### config.mk
export PLATFORM = sky130hd
export DESIGN_NAME = parking_slot_controller
export DESIGN_NICKNAME = d
export VERILOG_FILES = /design/src/rtl/parking_pkg.sv /design/src/rtl/fee_divider.sv /design/src/rtl/parking_slot_controller.sv
export SDC_FILE = /design/constraint.sdc
export NUM_CORES = 1
export LEC_CHECK = 0
export ABC_CLOCK_PERIOD_IN_PS = 9500
export BUFFER_PORTS_ARGS = -buffer_cell sky130_fd_sc_hd__buf_2
export CORE_UTILIZATION = 35
export DETAILED_ROUTE_END_ITERATION = 8
export GPL_ROUTABILITY_DRIVEN = 0
export REMOVE_ABC_BUFFERS = 1
export SYNTH_ARGS = -nofsm -noshare
export SYNTH_HDL_FRONTEND = slang
export SYNTH_SLANG_ARGS = --single-unit
### constraint.sdc
create_clock -name clk -period 9.5 [get_ports clk]
set_input_delay 1.9 -clock clk [delete_from_list [all_inputs] [get_ports clk]]
set_output_delay 1.9 -clock clk [all_outputs]
set_load 0.02 [all_outputs]
### src/rtl/parking_pkg.sv
// Shared constants and FSM encoding for the parking slot controller.
package parking_pkg;

    localparam int NSLOT        = 6;
    localparam int RATE         = 10;
    localparam int TW           = 11;
    localparam int MIN_PER_HOUR = 60;
    localparam int SLOT_W       = 3;

    typedef enum logic [2:0] {
        IDLE     = 3'd0,
        GRANT_IN = 3'd1,
        LOAD     = 3'd2,
        DIVIDE   = 3'd3,
        DONE_OUT = 3'd4
    } state_e;

    // Width needed to count the started hours of the longest possible stay.
    function automatic int hours_width(input int tw);
        return $clog2(((1 << tw) - 1) / MIN_PER_HOUR + 2);
    endfunction

endpackage

### src/rtl/fee_divider.sv
// Iterative ceiling divider: counts started hours in a parking duration by
// repeatedly taking one hour (or whatever is left) off the remaining minutes.
module fee_divider #(
    parameter int TW = parking_pkg::TW,
    parameter int HW = parking_pkg::hours_width(parking_pkg::TW)
) (
    input  logic          clk,
    input  logic          rst,
    input  logic          load_i,
    input  logic          step_i,
    input  logic [TW-1:0] use_i,
    output logic [HW-1:0] hours_o,
    output logic          done_o
);
    import parking_pkg::*;

    logic [TW-1:0] rem_q, rem_d;
    logic [HW-1:0] hours_q, hours_d;

    // Load a new duration, or consume one hour per step while minutes remain.
    always_comb begin
        rem_d   = rem_q;
        hours_d = hours_q;
        if (load_i) begin
            rem_d   = use_i;
            hours_d = '0;
        end else if (step_i && (rem_q != '0)) begin
            if (rem_q <= TW'(MIN_PER_HOUR)) begin
                rem_d = '0;
            end else begin
                rem_d = rem_q - TW'(MIN_PER_HOUR);
            end
            hours_d = hours_q + 1'b1;
        end
    end

    // Divider registers.
    always_ff @(posedge clk or posedge rst) begin
        if (rst) begin
            rem_q   <= '0;
            hours_q <= '0;
        end else begin
            rem_q   <= rem_d;
            hours_q <= hours_d;
        end
    end

    assign hours_o = hours_q;
    assign done_o  = (rem_q == '0);

endmodule

### src/rtl/parking_slot_controller.sv
// Parking slot controller: allocates slots on entry, timestamps them, and on
// exit computes a fee of RATE per started hour using an iterative divider.
//
// state    | meaning
// ---------+------------------------------------------------------------
// IDLE     | sample and arbitrate entry/exit requests
// GRANT_IN | in_ack; allocate lowest free slot and stamp it (or reject)
// LOAD     | load parking duration of the exiting slot into the divider
// DIVIDE   | count started hours, one per cycle, until nothing remains
// DONE_OUT | out_ack with fee/out_err; free the slot on a valid exit
module parking_slot_controller #(
    parameter int NSLOT = parking_pkg::NSLOT,
    parameter int RATE  = parking_pkg::RATE,
    parameter int TW    = parking_pkg::TW
) (
    input  logic                          clk,
    input  logic                          rst,
    input  logic [TW-1:0]                 timer,
    input  logic                          in_req,
    output logic                          in_ack,
    output logic [parking_pkg::SLOT_W-1:0] in_slot,
    input  logic                          out_req,
    input  logic [parking_pkg::SLOT_W-1:0] out_slot,
    output logic                          out_ack,
    output logic                          out_err,
    output logic [TW-1:0]                 fee,
    output logic [NSLOT-1:0]              occupied,
    output logic                          full
);
    import parking_pkg::*;

    localparam int HW = hours_width(TW);

    state_e              state_q, state_d;
    logic                ptr_exit_q, ptr_exit_d;
    logic [NSLOT-1:0]    occ_q, occ_d;
    logic [TW-1:0]       stamp_q [NSLOT];
    logic [TW-1:0]       stamp_d [NSLOT];
    logic [SLOT_W-1:0]   slot_q, slot_d;
    logic                err_q, err_d;
    logic [TW-1:0]       fee_q, fee_d;

    logic [SLOT_W-1:0]   free_slot;
    logic                exit_ok;
    logic [TW-1:0]       stamp_sel;
    logic [TW-1:0]       use_val;
    logic                take_out;
    logic                div_load;
    logic                div_step;
    logic [HW-1:0]       div_hours;
    logic                div_done;
    logic [TW-1:0]       fee_calc;

    // Lowest-numbered free slot; zero when every slot is taken.
    always_comb begin
        free_slot = '0;
        for (int k = NSLOT - 1; k >= 0; k--) begin
            if (!occ_q[k]) begin
                free_slot = SLOT_W'(k + 1);
            end
        end
    end

    // An exit is valid only for an in-range slot that is currently occupied.
    always_comb begin
        exit_ok = 1'b0;
        for (int k = 0; k < NSLOT; k++) begin
            if ((out_slot == SLOT_W'(k + 1)) && occ_q[k]) begin
                exit_ok = 1'b1;
            end
        end
    end

    // Stamp of the slot latched for the exit in progress.
    always_comb begin
        stamp_sel = '0;
        for (int k = 0; k < NSLOT; k++) begin
            if (slot_q == SLOT_W'(k + 1)) begin
                stamp_sel = stamp_q[k];
            end
        end
    end

    // Modulo subtraction handles a timer that wrapped while the car was parked.
    assign use_val  = timer - stamp_sel;
    assign fee_calc = TW'(int'(div_hours) * RATE);

    fee_divider #(
        .TW (TW),
        .HW (HW)
    ) u_fee_divider (
        .clk     (clk),
        .rst     (rst),
        .load_i  (div_load),
        .step_i  (div_step),
        .use_i   (use_val),
        .hours_o (div_hours),
        .done_o  (div_done)
    );

    // Next-state, arbitration and slot bookkeeping.
    always_comb begin
        state_d    = state_q;
        ptr_exit_d = ptr_exit_q;
        occ_d      = occ_q;
        stamp_d    = stamp_q;
        slot_d     = slot_q;
        err_d      = err_q;
        fee_d      = fee_q;
        div_load   = 1'b0;
        div_step   = 1'b0;
        take_out   = 1'b0;
        unique case (state_q)
            IDLE: begin
                // Contested requests alternate; an uncontested one leaves the pointer alone.
                take_out = out_req && (!in_req || ptr_exit_q);
                if (in_req && out_req) begin
                    ptr_exit_d = !ptr_exit_q;
                end
                if (take_out) begin
                    slot_d = out_slot;
                    if (exit_ok) begin
                        err_d   = 1'b0;
                        state_d = LOAD;
                    end else begin
                        err_d   = 1'b1;
                        fee_d   = '0;
                        state_d = DONE_OUT;
                    end
                end else if (in_req) begin
                    state_d = GRANT_IN;
                end
            end
            GRANT_IN: begin
                // free_slot is zero when full, so a rejected entry touches nothing.
                for (int k = 0; k < NSLOT; k++) begin
                    if (free_slot == SLOT_W'(k + 1)) begin
                        occ_d[k]   = 1'b1;
                        stamp_d[k] = timer;
                    end
                end
                state_d = IDLE;
            end
            LOAD: begin
                div_load = 1'b1;
                state_d  = DIVIDE;
            end
            DIVIDE: begin
                if (div_done) begin
                    fee_d   = fee_calc;
                    state_d = DONE_OUT;
                end else begin
                    div_step = 1'b1;
                end
            end
            DONE_OUT: begin
                if (!err_q) begin
                    for (int k = 0; k < NSLOT; k++) begin
                        if (slot_q == SLOT_W'(k + 1)) begin
                            occ_d[k]   = 1'b0;
                            stamp_d[k] = '0;
                        end
                    end
                end
                state_d = IDLE;
            end
            default: begin
                state_d = IDLE;
            end
        endcase
    end

    // State and slot table registers; reset aborts any exit in progress.
    always_ff @(posedge clk or posedge rst) begin
        if (rst) begin
            state_q    <= IDLE;
            ptr_exit_q <= 1'b1;
            occ_q      <= '0;
            for (int k = 0; k < NSLOT; k++) begin
                stamp_q[k] <= '0;
            end
            slot_q     <= '0;
            err_q      <= 1'b0;
            fee_q      <= '0;
        end else begin
            state_q    <= state_d;
            ptr_exit_q <= ptr_exit_d;
            occ_q      <= occ_d;
            stamp_q    <= stamp_d;
            slot_q     <= slot_d;
            err_q      <= err_d;
            fee_q      <= fee_d;
        end
    end

    assign in_ack   = (state_q == GRANT_IN);
    assign in_slot  = in_ack ? free_slot : '0;
    assign out_ack  = (state_q == DONE_OUT);
    assign out_err  = out_ack && err_q;
    assign fee      = fee_q;
    assign occupied = occ_q;
    assign full     = &occ_q;

endmodule

==> results.md, run 1 <==
- Status: finished clean
- Crit path DAT: 1740 ps
- GR met1 Demand/Resource: 0.228
- Clock Skew: 11.7 ps
- Starting Density: 0.362
- Detailed placement HPWL: 9150 um
- CTS Buf Count: 9
- CP startpoint kind: flop
- Drt pass-1 iters: 6
- Detailed Route Iter0 Violations: 201
- Vias in the first global route: 4,447
- Worst-skew pair later-pin latency: 360 ps
- Slew HR: 0.312
- CP Class: flop to output port
- Pwr dens: 372 nW/um2
- Mapped Area: 5810 um2
- Layout area overhead: 12.1%
- Synth cell types: 65
- Fin crit period: 3640 ps
- Clock buffer depth: 2
- Max Slew Vio Count: 0
- Sequential area share after synthesis: 0.457
- GR Util met2: 0.277
- Largest net degree at the start of global routing: 61
- Clk pin slew, worst setup/hold paths: 70 ps
- Number of synthesis warnings: 0
- M3 GR Usage: 0.0432
- Cells after Synth: 580
- DRC viols: 0
- Max Cap Viol: 0
- Delay-heaviest family, CP: simple AND/OR/NAND/NOR gates
- Syn_area_per_cell: 10.0 um2
- Worst path bufs/invs: 1
- Via count: 4,375
- Setup Total Neg Slack: 0 ps
- Antenna diodes: 0
- Fillers: 1,579
- Setup-failing EPs final: 0
- Crit-path cells: or3b_1 > a21oi_1 > buf_2
- Number of port buffers: 39
- # IOs: 42
- Chip Width: 131 um
- GR Util All Layers: 0.173
- Critical Path End Type: output port
- F_max: 275 MHz
- Slew @ Worst Pin: 1030 ps
- Placement Rows: 46
- Crit-path max FO: 8
- CTS resizes: 0
- Cts hold-fix bufs: 0
- Layout cell share with drive strength beyond 1: 0.175
- Worst vdd ir: 0.176 mV
- RSZ-0062 raised after global routing: false
- Die Y: 131 um
- H-Tree Depth: 3
- Worst path slowest cell: or3b_1
- Layout Nets: 652
- Final core occ: 0.405
- CTS tree: done
- Worst EP required: 7600 ps
- Async SR Flop Fraction: 1.00
- Final wirelength: 13,400 um
- Total Power: 0.00242 W
- Core Footprint: 16,100 um2
- Fin crit share: 0.383
- First-pass GRT wire length: 22,700 um
- Via/cell ratio: 5.26
- Final hold viol count: 0
- Final ANT Viol Nets: 0
- Clk root buf: clkbuf_16
- Grt total ovfl: 0
- Layer with the highest usage: met2
- Synthesized flop and latch total: 106
- Clock Sinks: 106
- CP max stage delay: 570 ps
- Worst hold path class: flop to flop
- Initial antenna violation count: 0
- Setup Buffers After CTS: 0
- WL/cell: 16.1 um
- EDFF count, synth: 0
- LEAKAGE: 3.03 nW
- Die area: 17,100 um2
- Main synth FF type: dfrtp_1
-- flip-flops by register name, summed over array words and instances, names as in the netlist --
signal,flops
state_q,3
fee,9
u_fee_divider.rem_q,11
u_fee_divider.hours_o,6
slot_q,3
err_q,1
ptr_exit_q,1
stamp_q,66
occupied,6
-- cell usage in the layout, fill, tap and decap left out, types with 7 or more instances in the layout --
cell	count
dfrtp_1	105
nand2_1	83
o21ai_0	69
buf_2	39
nor2_1	28
mux2_2	23
a21oi_1	21
ha_1	21
inv_1	19
mux2_1	14
mux2i_1	12
a221o_1	12
and2_1	11
xnor2_1	10
nand3_1	9
mux2_4	9
clkbuf_16	9
a21o_1	7
a22o_1	7
buf_4	7
-- path summary, 6_finish.rpt --
path | startpoint | end | slack [ps] | cells after the start
setup reg to reg | slot_q[0] | u_fee_divider.rem_q[10] | 6120 | 13
hold reg to reg | fee[5] | fee[5] | 470 | 1
hold / removal | fee[5] | fee[5] | 470 | 1
min in group asynchronous | rst | fee[3] | 1670 | 2
max in group asynchronous | rst | stamp_q[59] | 6750 | 3
setup / recovery | state_q[1] | in_slot[0] | 5860 | 3
-- cells by family after synthesis --
family          count (synthesis)  synth area share
compound gates                157             0.177
mux                            58             0.116
other cells                     1          0.000646
fa+ha+maj                      23            0.0521
simple gates                  168             0.134
flops                         106             0.457
buf+inv                        51            0.0401
xor+xnor                       16            0.0241
-- cells in the mapped netlist, types with 3 or more instances --
cell | number | share of area
o21ai_0 | 69 | 0.059
mux2i_1 | 12 | 0.021
a22o_1 | 7 | 0.011
nand2b_1 | 6 | 0.0065
a221oi_1 | 4 | 0.0060
a21o_1 | 7 | 0.0090
ha_1 | 21 | 0.045
a21oi_1 | 21 | 0.018
o211ai_1 | 5 | 0.0065
a31oi_1 | 3 | 0.0032
clkbuf_1 | 16 | 0.010
mux2_2 | 23 | 0.045
inv_1 | 20 | 0.013
xnor2_1 | 10 | 0.015
buf_6 | 3 | 0.0058
a221o_1 | 12 | 0.021
or3_1 | 3 | 0.0032
nor3_1 | 6 | 0.0052
and2_1 | 11 | 0.012
nor2b_1 | 5 | 0.0054
buf_2 | 5 | 0.0043
nand3_1 | 9 | 0.0078
dfrtp_1 | 105 | 0.45
mux2_4 | 9 | 0.023
buf_4 | 3 | 0.0039
mux2_1 | 14 | 0.027
xor2_1 | 6 | 0.0090
o21a_1 | 6 | 0.0078
nand2_1 | 83 | 0.054
nor2_1 | 28 | 0.018
-- per-layer routing --
layer  share of wire  vias to the layer above
li1                -                     2129
met1            0.47                     2137
met2            0.46                       92
met3           0.058                       17
met4           0.014                        0
met5               0                        -
-- power by group --
group          internal (W)  switching [W]  total, W
Combinational      0.000528       0.000687   0.00122
Sequential         0.000656       0.000155  0.000811
Clock              0.000215       0.000179  0.000393
Total               0.00140        0.00102   0.00242
-- per-stage QoR --
step	area (um2)	hold slack, ps	cells	setup slack (ps)
4_1_cts	6510	479	832	5870
2_1_floorplan	5670	444	554	4810
3_5_place_dp	6200	463	816	5590
3_3_place_gp	6200	458	816	5700
6_report	6510	473	832	5860
5_1_grt	6510	496	832	5770
-- area by class of cell --
class	count	area, um2	area share
Timing Repair Buffer	46	248	0.0381
Sequential cell	106	2650	0.408
Tap cell	216	270	0.0415
Multi-Input combinational cell	424	2940	0.451
Clock buffer	10	239	0.0367
Inverter	24	93.8	0.0144
Clock inverter	6	70.1	0.0108
Power figures use the tool's default switching activity.
==> run 2: changes to the inputs <==
--- a/config.mk
+++ b/config.mk
@@ -5,7 +5,7 @@
 export SDC_FILE = /design/constraint.sdc
 export NUM_CORES = 1
 export LEC_CHECK = 0
-export ABC_CLOCK_PERIOD_IN_PS = 9500
+export ABC_CLOCK_PERIOD_IN_PS = 3800
 export BUFFER_PORTS_ARGS = -buffer_cell sky130_fd_sc_hd__buf_2
 export CORE_UTILIZATION = 35
 export DETAILED_ROUTE_END_ITERATION = 8
==> constraint.sdc (replaced) <==
create_clock -name clk -period 3.8 [get_ports clk]
set_input_delay 0.76 -clock clk [delete_from_list [all_inputs] [get_ports clk]]
set_output_delay 0.76 -clock clk [all_outputs]
set_load 0.02 [all_outputs]
==> run 2 against run 1 <==
Compared with the run above:
- total power increased by 150%
- count of clock-buffer cells in the layout fell by 1
- via count grew 0.78%
- final cell count up 0.96%
- cell area up 0.37%
- clock skew decreased by 2.0 ps
- sequential power grew to 2.5 times the previous value
- utilization grew 0.15 points
- critical path type is now flop to flop
==> results.md, run 2 (synthesis gave the netlist of run 1 again) <==
- Clock buffer depth: 2
- Hold Path End: fee[5]
- Worst path slowest cell: dfrtp_1
- F_max: 315 MHz
- Cell Count, Final, Fillers Out: 840
- Drt pass-1 iters: 5
- Worst hold path class: flop to flop
- Antenna diodes: 0
- Die area: 17,100 um2
- # IOs: 42
- Crit-path cells: buf_4 > nor2b_1 > buf_4 > a221o_1 > nand2_1 > ha_1 > nor2b_1 > o31a_1 > o31ai_1 > a21oi_1 > xnor2_1 > o211ai_1
- Max Slew Vio Count: 0
- Detailed placement HPWL: 9950 um
- Critical Path End Type: flop
- Initial antenna violation count: 0
- Fin crit share: 0.836
- Reg-to-Reg Start: slot_q[1]
- Clock Sinks: 106
- Final hold viol count: 0
- Crit path DAT: 3400 ps
- Die Y: 131 um
- Hold path depth: 1
- Starting Density: 0.362
- Worst path bufs/invs: 2
- WL/cell: 16.2 um
- H-Tree Depth: 3
- LEAKAGE: 3.06 nW
- Vias in the first global route: 4,473
- Crit-path max FO: 11
- Via/cell ratio: 5.25
- Pwr dens: 921 nW/um2
- Fin crit period: 3180 ps
- Clk pin slew, worst setup/hold paths: 70 ps
- Fillers: 1,588
- DRC viols: 0
- Reg-to-reg endpoint: u_fee_divider.rem_q[9]
- CP max stage delay: 460 ps
- Max Cap Viol: 0
- CTS resizes: 0
- Worst vdd ir: 0.467 mV
- Worst R2R Path Depth: 12
- Core Footprint: 16,100 um2
- Number of port buffers: 39
- Layout Nets: 661
- Delay-heaviest family, CP: compound AO/OA/AOI/OAI gates
- CTS tree: done
- Final ANT Viol Nets: 0
- RSZ-0062 raised after global routing: false
- Placement Rows: 46
- GR Util All Layers: 0.174
- Setup Buffers After CTS: 0
- CP Class: flop to flop
- Setup Total Neg Slack: 0 ps
- Clk root buf: clkbuf_16
- First-pass GRT wire length: 22,800 um
- Slew HR: 0.482
- Status: finished clean
- Worst EP required: 4020 ps
- Worst hold slack: 473 ps
- Detailed Route Iter0 Violations: 204
- Cts hold-fix bufs: 0
- HP Start: fee[5]
- R2r setup slk: 620 ps
- Commonest non-fill, non-tap cell in the layout: dfrtp_1
- CTS Buf Count: 9
- Layout area overhead: 12.5%
- Largest net degree at the start of global routing: 54
- Largest register by flop count: stamp_q
- Slew @ Worst Pin: 777 ps
- Worst-skew pair later-pin latency: 360 ps
- Chip Width: 131 um
- Layout cell share with drive strength beyond 1: 0.184
- Max reg flops: 66
- Grt total ovfl: 0
- Setup-failing EPs final: 0
- CP startpoint kind: flop
- Clock Skew: 9.66 ps
- Commonest cells after routing, fill and taps aside: dfrtp_1, nand2_1, o21ai_0
- Final wirelength: 13,600 um
- Via count: 4,409
- # placed instances: 825
[run 2: cell types whose count changed in the layout (fill, tap and decap cells not counted), sizes merged]
cell      previous run  this run
clkbuf              10         9
bufinv               1         0
clkinvlp             0         1
buf                 46        55
[run 2: per-layer routing]
layer,GRT usage,share of wire
met4,0.0412,0.0073
met3,0.0403,0.033
met2,0.293,0.48
met5,0,0
met1,0.225,0.48
[run 2: worst max path at each step]
stage	from	endpoint	cells past startpoint
finish	slot_q[1]	u_fee_divider.rem_q[9]	12
global route	slot_q[1]	u_fee_divider.rem_q[10]	12
CTS	slot_q[1]	u_fee_divider.rem_q[8]	13
detailed placement	slot_q[1]	u_fee_divider.rem_q[9]	12
global placement	slot_q[1]	u_fee_divider.rem_q[8]	13
floorplan	rst	err_q	1
[run 2: where the power goes]
| part | leakage, nW | internal (W) | switching (W) |
|---|---|---|---|
| Clock | 0.134 | 0.000451 | 0.000449 |
| Sequential | 1.30 | 0.00164 | 0.000403 |
| Combinational | 1.63 | 0.00136 | 0.00171 |
| Total | 3.06 | 0.00345 | 0.00256 |
[run 2: final cells by class]
type,count,area [um2],area share
clock buffers,9,225,0.0345
clock inverters,6,50.0,0.00766
inverters,24,93.8,0.0144
multi-input cells,424,2930,0.448
flip-flops and latches,106,2650,0.406
well taps,216,270,0.0414
repair buffers,55,315,0.0483
[run 2: through the flow]
step                      utilization  total power, W  instance area [um2]  setup WS (ps)
final                           0.407         0.00602                 6530            623
after global routing            0.407         0.00650                 6530            357
after CTS                       0.407         0.00604                 6530            638
after detailed placement        0.390         0.00513                 6260            655
after global placement          0.390         0.00500                 6260            779
after floorplan                     -         0.00422                 5670            253
==> run 3: changes to the inputs <==
--- a/config.mk
+++ b/config.mk
@@ -5,7 +5,7 @@
 export SDC_FILE = /design/constraint.sdc
 export NUM_CORES = 1
 export LEC_CHECK = 0
-export ABC_CLOCK_PERIOD_IN_PS = 3800
+export ABC_CLOCK_PERIOD_IN_PS = 3200
 export BUFFER_PORTS_ARGS = -buffer_cell sky130_fd_sc_hd__buf_2
 export CORE_UTILIZATION = 35
 export DETAILED_ROUTE_END_ITERATION = 8
==> constraint.sdc (replaced) <==
create_clock -name clk -period 3.2 [get_ports clk]
set_input_delay 0.64 -clock clk [delete_from_list [all_inputs] [get_ports clk]]
set_output_delay 0.64 -clock clk [all_outputs]
set_load 0.02 [all_outputs]
==> run 3 against run 2 <==
Compared with the run above:
- count of clock-buffer cells in the layout unchanged
- total power increased by 21%
- largest cell class unchanged
- utilization increased by 0.51 points
- first-iteration DRC count increased by 28%
==> results.md, run 3 (synthesis gave the netlist of run 1 again) <==
- Antenna diodes: 0
- Worst path bufs/invs: 2
- CTS tree: done
- Total Power: 0.00726 W
- Worst hold path class: input port to asynchronous set/reset pin
- Max Slew Vio Count: 0
- Commonest cells after routing, fill and taps aside: dfrtp_1, nand2_1, o21ai_0
- Pwr dens: 1100 nW/um2
- Commonest non-fill, non-tap cell in the layout: dfrtp_1
- Starting Density: 0.362
- Delay-heaviest family, CP: compound AO/OA/AOI/OAI gates
- Detailed Route Iter0 Violations: 261
- Layout area overhead: 13.9%
- Clk pin slew, worst setup/hold paths: 80 ps
- Worst path slowest cell: dfrtp_2
- RSZ-0062 raised after global routing: false
- # IOs: 42
- LEAKAGE: 3.11 nW
- CP Class: flop to flop
- Worst vdd ir: 0.422 mV
- CP max stage delay: 440 ps
- Slew @ Worst Pin: 723 ps
- CP startpoint kind: flop
- Die Y: 131 um
- Grt total ovfl: 0
- Chip Width: 131 um
- Fillers: 1,565
- Core Footprint: 16,100 um2
- Setup Slack @ Placement: 2.51 ps
- Reg area: 2660 um2
- Clock buffer depth: 2
- Fin crit share: 0.931
- GR Util All Layers: 0.172
- Final core occ: 0.412
- Clock Skew: 8.87 ps
- Slew HR: 0.513
- Initial antenna violation count: 0
- First-pass GRT wire length: 22,700 um
- Layout cell share with drive strength beyond 1: 0.197
- Final hold viol count: 0
- Max Cap Viol: 0
- Drt pass-1 iters: 4
- Number of port buffers: 39
- Crit-path max FO: 11
- Largest net degree at the start of global routing: 55
- Layout Nets: 666
- Most frequent CP cell: a221o_1
- Die area: 17,100 um2
- WL/cell: 16.1 um
- DRC viols: 0
- Setup ws final: 220 ps
- Cell Count, Final, Fillers Out: 846
- CTS Buf Count: 9
- Placement Rows: 46
- Via count: 4,453
- Crit-path cells: buf_6 > mux2_2 > a221o_1 > o21ai_0 > ha_1 > nor2b_1 > o31ai_1 > buf_4 > nand2b_1 > a21oi_1 > xnor2_1 > a221o_1
- Detailed placement HPWL: 9690 um
- # placed instances: 827
- Status: finished clean
- Worst-skew pair later-pin latency: 350 ps
- Clk root buf: clkbuf_16
- Fin crit period: 2980 ps
- Final wirelength: 13,700 um
- Setup-failing EPs final: 0
- Max reg flops: 66
- Crit path DAT: 3220 ps
- Final ANT Viol Nets: 0
- Vias in the first global route: 4,393
- F_max: 336 MHz
- Worst EP required: 3440 ps
- Largest register by flop count: stamp_q
- Via/cell ratio: 5.26
- Critical Path End Type: flop
- Clock Sinks: 106
- H-Tree Depth: 3
- Multi-input logic area: 2940 um2
## run 3: what timing repair did
item	4_1_cts	5_1_grt
hold buffers	0	0
buffers inserted	0	3
pin swaps	0	0
setup endpoints to repair	1	3
resized for setup	1	4
## run 3: cell type report
class,instances,area share
well taps,216,0.0408
clock buffers,9,0.0340
multi-input cells,424,0.444
repair buffers,60,0.0565
inverters,24,0.0142
flip-flops and latches,106,0.401
clock inverters,7,0.00889
## run 3: worst paths after layout
kind,from,end,slack (ps),cells after the start
worst max-delay path,slot_q[1],u_fee_divider.rem_q[6],220,12
worst min-delay path,rst,fee[5],400,2
worst max register to register,slot_q[1],u_fee_divider.rem_q[6],220,12
worst min register to register,stamp_q[40],stamp_q[40],480,2
max in group asynchronous,rst,stamp_q[7],2070,3
min in group clk,stamp_q[40],stamp_q[40],480,2
## run 3: report_power, final
group	total, W	internal (W)	switching, W
Combinational	0.00376	0.00169	0.00207
Clock	0.00109	0.000546	0.000541
Sequential	0.00241	0.00195	0.000464
Total	0.00726	0.00418	0.00308
## run 3: per-layer routing
metal,vias up,GRT usage,share of wire
met5,-,0,0
met4,0,0.0554,0.0092
met3,10,0.0366,0.038
met2,84,0.281,0.48
met1,2195,0.228,0.47
li1,2164,-,-
## run 3: worst reg2reg max path: stages (launching register included)
cell	delay [ps]
dfrtp_2	440
buf_6	200
mux2_2	360
a221o_1	290
o21ai_0	80
ha_1	300
nor2b_1	160
o31ai_1	220
buf_4	170
nand2b_1	50
a21oi_1	170
xnor2_1	90
a221o_1	350
## run 3: through the flow
step	TNS [ps]	cell area [um2]	hold WS, ps
after floorplan	-24270	5670	444
after global placement	0	6290	460
after detailed placement	0	6290	466
after CTS	0	6570	418
after global routing	0	6620	454
final	0	6620	398
